### src/rtl/risc16_sequencer.sv
// risc16_sequencer: multi-cycle fetch/decode/execute/writeback controller for the RISC_16 datapath
module risc16_sequencer (
  input  logic        clk,
  input  logic        rst,
  input  logic        enable,
  output logic        imem_req,
  input  logic        imem_ack,
  input  logic [15:0] imem_data,
  input  logic [15:0] alu_out,
  output logic [3:0]  reg_a,
  output logic [3:0]  reg_b,
  output logic [7:0]  imm8,
  output logic        reg_r_enable,
  output logic        reg_w_enable,
  output logic        alu_mux,
  output logic        sign_mux,
  output logic        w_data_mux,
  output logic        disp_enable,
  output logic [2:0]  pc_enables,
  output logic [3:0]  alu_op,
  output logic [1:0]  state,
  output logic        halted,
  output logic        illegal
);
  typedef enum logic [2:0] {S_IDLE, S_FETCH, S_DECODE, S_EXEC, S_WB, S_HALT} state_t;
  state_t cs, ns;
  logic [15:0] ir;
  logic        z;
  logic [3:0]  op;
  logic        active, wb, r_type, addi, disp, beqz, jmp, bad;
  assign op     = ir[15:12];
  assign r_type = (op != 4'h0) && !op[3];
  assign addi   = op == 4'h8;
  assign disp   = op == 4'hA;
  assign beqz   = op == 4'hB;
  assign jmp    = op == 4'hC;
  assign bad    = (op == 4'h9) || (op == 4'hD) || (op == 4'hE);
  always_ff @(posedge clk) begin
    if (rst) begin
      cs      <= S_IDLE;
      ir      <= '0;
      z       <= 1'b0;
      illegal <= 1'b0;
    end else begin
      cs <= ns;
      if (cs == S_FETCH && imem_ack) ir <= imem_data;
      if (cs == S_EXEC) z <= alu_out == 16'h0000;
      if (cs == S_DECODE && bad) illegal <= 1'b1;
    end
  end
  always_comb begin
    ns = cs;
    unique case (cs)
      S_IDLE:   ns = enable ? S_FETCH : S_IDLE;
      S_FETCH:  ns = imem_ack ? S_DECODE : S_FETCH;
      S_DECODE: ns = S_EXEC;
      S_EXEC:   ns = (op == 4'hF) ? S_HALT : S_WB;
      S_WB:     ns = enable ? S_FETCH : S_IDLE;
      S_HALT:   ns = S_HALT;
      default:  ns = S_IDLE;
    endcase
  end
  // Decoded controls are only driven while an instruction is in flight
  assign active       = (cs == S_DECODE) || (cs == S_EXEC) || (cs == S_WB);
  assign wb           = cs == S_WB;
  assign reg_a        = active ? ir[11:8] : 4'h0;
  assign reg_b        = active ? ir[7:4] : 4'h0;
  assign imm8         = active ? ir[7:0] : 8'h00;
  assign alu_op       = !active ? 4'h0 : r_type ? op : (addi || disp || beqz) ? 4'h1 : 4'h0;
  assign alu_mux      = active && (addi || disp || beqz);
  assign sign_mux     = active && addi;
  assign reg_r_enable = (cs == S_DECODE) || (cs == S_EXEC);
  assign reg_w_enable = wb && (r_type || addi);
  assign disp_enable  = wb && disp;
  assign pc_enables   = !wb ? 3'b000 : (beqz && z) ? 3'b100 : jmp ? 3'b001 : 3'b010;
  assign w_data_mux   = 1'b0;
  assign imem_req     = cs == S_FETCH;
  assign halted       = cs == S_HALT;
  assign state        = (cs == S_IDLE) ? 2'd0 : (cs == S_FETCH) ? 2'd1 : (cs == S_DECODE) ? 2'd2 : 2'd3;
endmodule

### config.mk
export PLATFORM = sky130hd
export DESIGN_NAME = risc16_sequencer
export DESIGN_NICKNAME = d
export VERILOG_FILES = /design/src/rtl/risc16_sequencer.sv
export SDC_FILE = /design/constraint.sdc
export NUM_CORES = 1
export LEC_CHECK = 0
export CORE_MARGIN = 5
export CORE_UTILIZATION = 41
export CTS_CLUSTER_SIZE = 10
export DETAILED_ROUTE_END_ITERATION = 8
export PLACE_DENSITY_LB_ADDON = 0.3
export SYNTH_ARGS = -nofsm -noshare
export SYNTH_HDL_FRONTEND = slang
export SYNTH_SLANG_ARGS = --single-unit
export TNS_END_PERCENT = 1
### constraint.sdc
create_clock -name clk -period 3.33 [get_ports clk]
set_input_delay 0.4995 -clock clk [delete_from_list [all_inputs] [get_ports clk]]
set_output_delay 0.4995 -clock clk [all_outputs]
set_load 0.02 [all_outputs]
# Word level (Yosys, flattened, before mapping)
# Index checks and enable logic that the tools add are counted.
# Widths: inputs -> output; s select.
classes:
  n_eq_ne: 13
  muxes: 16
  n_reduce_logical: 20
ops:
  columns: ["cell", "n"]
  rows:
  - ["$eq 4x4->1 const B", 8]
  - ["$logic_not 16->1", 1]
  - ["$mux 4", 4]
  - ["$pmux 3 s5", 1]
  - ["$logic_and 1x1->1", 8]
  - ["$mux 2", 4]
  - ["$mux 8", 1]
  - ["$logic_or 1x1->1", 7]
  - ["$eq 3x2->1 const B", 2]
  - ["$eq 3x3->1 const B", 2]
  - ["$mux 3", 2]
  - ["$mux 1", 4]
  - ["$reduce_bool 4->1", 1]
  - ["$eq 3x1->1 const B", 1]
  - ["$logic_not 3->1", 1]
  - ["$reduce_or 2->1", 1]
  - ["$logic_not 1->1", 1]
totals:
  regBits: 21
  inputBits: 36
  out_inout_bits: 34
  elab_cells: 53

# Longest topological paths before layout
logic_depth:
  depth_word: 6
  depth_mapped: 6
  ltp_nobuf: 3

# Least setup slack after synthesis
# Ideal clock, no wire load.
synth_path:
  path_type: "register to output"
  start: "reg cs[1]"
  end: "out reg_b[1]"
  t_arrival_ns: 1.603
  t_required_ns: 2.830
  path_slack_ns: 1.228
  path_stages_with_launch: 6
  n_path_buf: 2
  path_cell_list: "dfxtp_1 > and2b_1 > nor2_2 > buf_4 > nor2b_1 > buf_4"
synth_between:
  elab_chain_len: 4
  elab_cells_between_ends: 6
  classes_between: "3 x eq/ne; 1 x mux; 2 x reduce/logical"
synth_lines:
  columns: ["item", "line_no", "text"]
  rows:
  - ["start: declaration", "26", "state_t cs, ns;"]
  - ["start signal: assignment", "45", "cs <= ns;"]
  - ["$eq 3x2->1", null, null]
  - ["$logic_or 1x1->1 *", null, null]
  - ["via reg_r_enable", "13", "output logic reg_r_enable,"]
  - ["$logic_or 1x1->1 *", "64", "assign active = (cs == S_DECODE) || (cs == S_EXEC) || (cs == S_WB);"]
  - ["$mux 4 *", "67", "assign reg_b = active ? ir[7:4] : 4'h0;"]
  - ["end: declaration", "11", "output logic [3:0] reg_b,"]
# Mark *: on every way through the listed nets, which the timed path passes. The rest lies on a longest branch.

# Worst setup path in the final report
layout_path:
  start: "reg cs[2]"
  end: "out imm8[4]"
layout_between:
  elab_chain_len: 4
  elab_cells_between_ends: 6
  classes_between: "3 x eq/ne; 1 x mux; 2 x reduce/logical"
layout_lines:
  columns: ["item", "line_no", "text"]
  rows:
  - ["$eq 3x2->1", "64", null]
  - ["$logic_or 1x1->1", "64", null]
  - ["$logic_or 1x1->1 *", "64", null]
  - ["$mux 8 *", "68", "assign imm8 = active ? ir[7:0] : 8'h00;"]
  - ["end: declaration", "12", "output logic [7:0] imm8,"]
# Every way passes the cells marked *; elsewhere a longest branch is shown, timed or not.

==> qor.csv <==
stage;metric;value;unit
layout;fin cells;244;
setup_path;crit path kind;reg -> out;
drt;vias;1261;
layout;most common cell after layout, fill and taps aside;clkdlybuf4s50_1;
drt;max layer used;met4;
timing;TNS Setup;0;ns
yosys;area share of the largest cell type after synthesis;33.97;%
die;Core Area;0.002978;sq mm
die;die area;0.004217;sq mm
die;Die W;64.94;um
timing;Final WS setup;0.2828;ns
clocking;Clock transition at path regs;0.12;ns
setup_path;critical path fanouts, max;17;
pwr;Power, Total;531.4;uW
timing;max-slew violation count;0;
yosys;Synth area leaders;dfxtp_1, nand2_1, a21oi_1;
global_routing;Overflow after GRT;0;
yosys;Most used DFF post-synth;dfxtp_1;
timing;Max Clock Skew;0.001094;ns
timing;maximum clock rate;328.2;MHz
clocking;Longest Clk Path Bufs;2;
yosys;syn avg cell area;7.832;sq um
place;Inst Count DP;240;
pwr;Power Density;287.6;mW/mm^2
timing;Worst Max-Slew Pin Slew;0.7435;ns
place;pre-CTS WS;0.6456;ns
drt;post-route ant nets;0;
place;PortBufs;67;
clocking;Post-CTS Setup Repair Bufs;0;
yosys;Netlist cell types;36;
yosys;sequential element share of the synthesized area;33.97;%
layout;multi-input logic area;670.6;sq um
timing;Final Cycle Share;91.51;%
hold_path;Hold Crit Class;reg -> reg;
clocking;CTS buffer count;3;
drt;vias per cell;5.168;
layout;nets@finish;248;
yosys;leading area contributor after synthesis;dfxtp_1;
timing;setup violators final;0;
yosys;mapped cell area;0.001237;sq mm
clocking;CTS sink count;21;
place;Placed Area;0.001818;sq mm
layout;fin area;0.001848;sq mm
pwr;leakage power;0.0006263;uW
drt;drt wl/cell;13.96;um
drt;First-pass DRT Iterations;4;
global_routing;first-pass GRT wire length;5754;um
die;Row Count;20;
yosys;Post-Syn Instances;158;
die;I/O pin cnt;70;
die;Initial Utilization;41.55;%
setup_path;Startpoint Class;flip-flop;
setup_path;WP data required;2.83;ns
yosys;synthesis-stage register bit count;21;
timing;Final min period;3.047;ns
layout;most frequent cells in the layout;clkdlybuf4s50_1, nand2_1, a21oi_1, dfxtp_1, nor2b_1;
layout;# fillers;271;
layout;Antenna diodes;0;
flow_run;total of max-cap violations;0;
setup_path;Worst setup EP type;primary output;
clocking;Hold Buf Count CTS;0;
timing;slew margin rel.;50.38;%
clocking;clock latency on the worst-skew pair;0.31;ns
layout;Layout area overhead;49.34;%
drt;drt total wl;3406;um
drt;DR WL met2;1844;um
drt;residual DRC count;0;
layout;share of layout cells above drive strength 1;7.583;%
timing;hold violation count in the final report;0;
drt;DR iter-0 viols;46;
yosys;Syn. warnings;0;
yosys;post-synthesis async set-or-reset flop share;0;%
layout;register area;420.4;sq um
outcome;status;finished clean;
clocking;H-tree depth;1;
place;routability cong.;0.7816;
setup_path;crit path DAT;2.55;ns
yosys;Post-synth EDFFs;0;
place;dpl hpwl;2624;um
global_routing;vias in the first global route;1253;
die;Die H;64.94;um
drt;Post-Route M1 WL;1348;um
global_routing;pin count of the biggest net entering global routing;23;
clocking;CTS tree;done;
drt;WL met3;199;um
pwr;Max VDD drop;221.2;uV
clocking;Root Buffer;clkbuf_4;
timing;RSZ-0062 raised after global routing;false;
global_routing;GRT Resource Usage Total;17.25;%
clocking;# resized after CTS;0;
global_routing;initial antenna violation count;0;
-- final timing paths --
kind	start	endpoint	slack [ns]	cells past startpoint
setup / recovery	cs[2]$_SDFF_PP0_	imm8[4]	0.28	4
setup reg to reg	cs[1]$_SDFF_PP0_	ir[6]$_SDFFE_PP0P_	1.64	3
hold / removal	ir[0]$_SDFFE_PP0P_	ir[0]$_SDFFE_PP0P_	0.46	2
hold reg to reg	ir[0]$_SDFFE_PP0P_	ir[0]$_SDFFE_PP0P_	0.46	2
-- layout make-up --
type | instances | area share (%)
Timing Repair Buffer | 68 | 36.70
Multi-Input combinational cell | 116 | 36.29
Sequential cell | 21 | 22.75
Tap cell | 33 | 2.234
Clock buffer | 3 | 1.219
Clock inverter | 1 | 0.4062
Inverter | 2 | 0.4062
-- state kept, by name, summed over array words and instances (netlist names) --
signal,flops
illegal,1
ir,16
cs,3
z,1
-- layer usage --
metal  track usage, %  vias up
li1                 -      633
met5                0        -
met4            3.166        0
met1            18.46      587
met2            33.21       39
met3            5.026        2
-- cell usage after synthesis, types with 4 or more instances --
cell,number
a21oi_1,21
nor2b_1,13
nor3_1,5
dfxtp_1,21
buf_4,11
nand2_1,35
nor4_1,4
nor2_1,5
-- worst max-delay path: stages (launching register included) --
cell and delay, ns:
dfxtp_1 0.62, and2b_1 0.28, nor2_2 0.60, nor2b_1 0.15, clkdlybuf4s50_1 0.58
-- per-stage QoR --
step / hold slack (ns) / utilization [%]
after global placement: 0.4380 / 61.05
final: 0.4636 / 62.06
after global routing: 0.4874 / 62.06
after detailed placement: 0.4428 / 61.05
after floorplan: 0.4318 / -
after CTS: 0.4607 / 62.06
-- where the power goes --
| group | switching, uW | total (uW) | internal (uW) |
|---|---|---|---|
| Sequential | 16.7 | 279 | 262 |
| Clock | 81.2 | 127 | 45.8 |
| Combinational | 54.5 | 125 | 70.7 |
| Total | 152 | 531 | 379 |
-- logic make-up after synthesis --
group	share of synthesized area, %
compound gates	12.54
buf+inv	12.13
flops	33.97
simple gates	40.35
xor+xnor	0.7079
other cells	0.3030
Note: power is estimated with default switching activity, not from simulation.
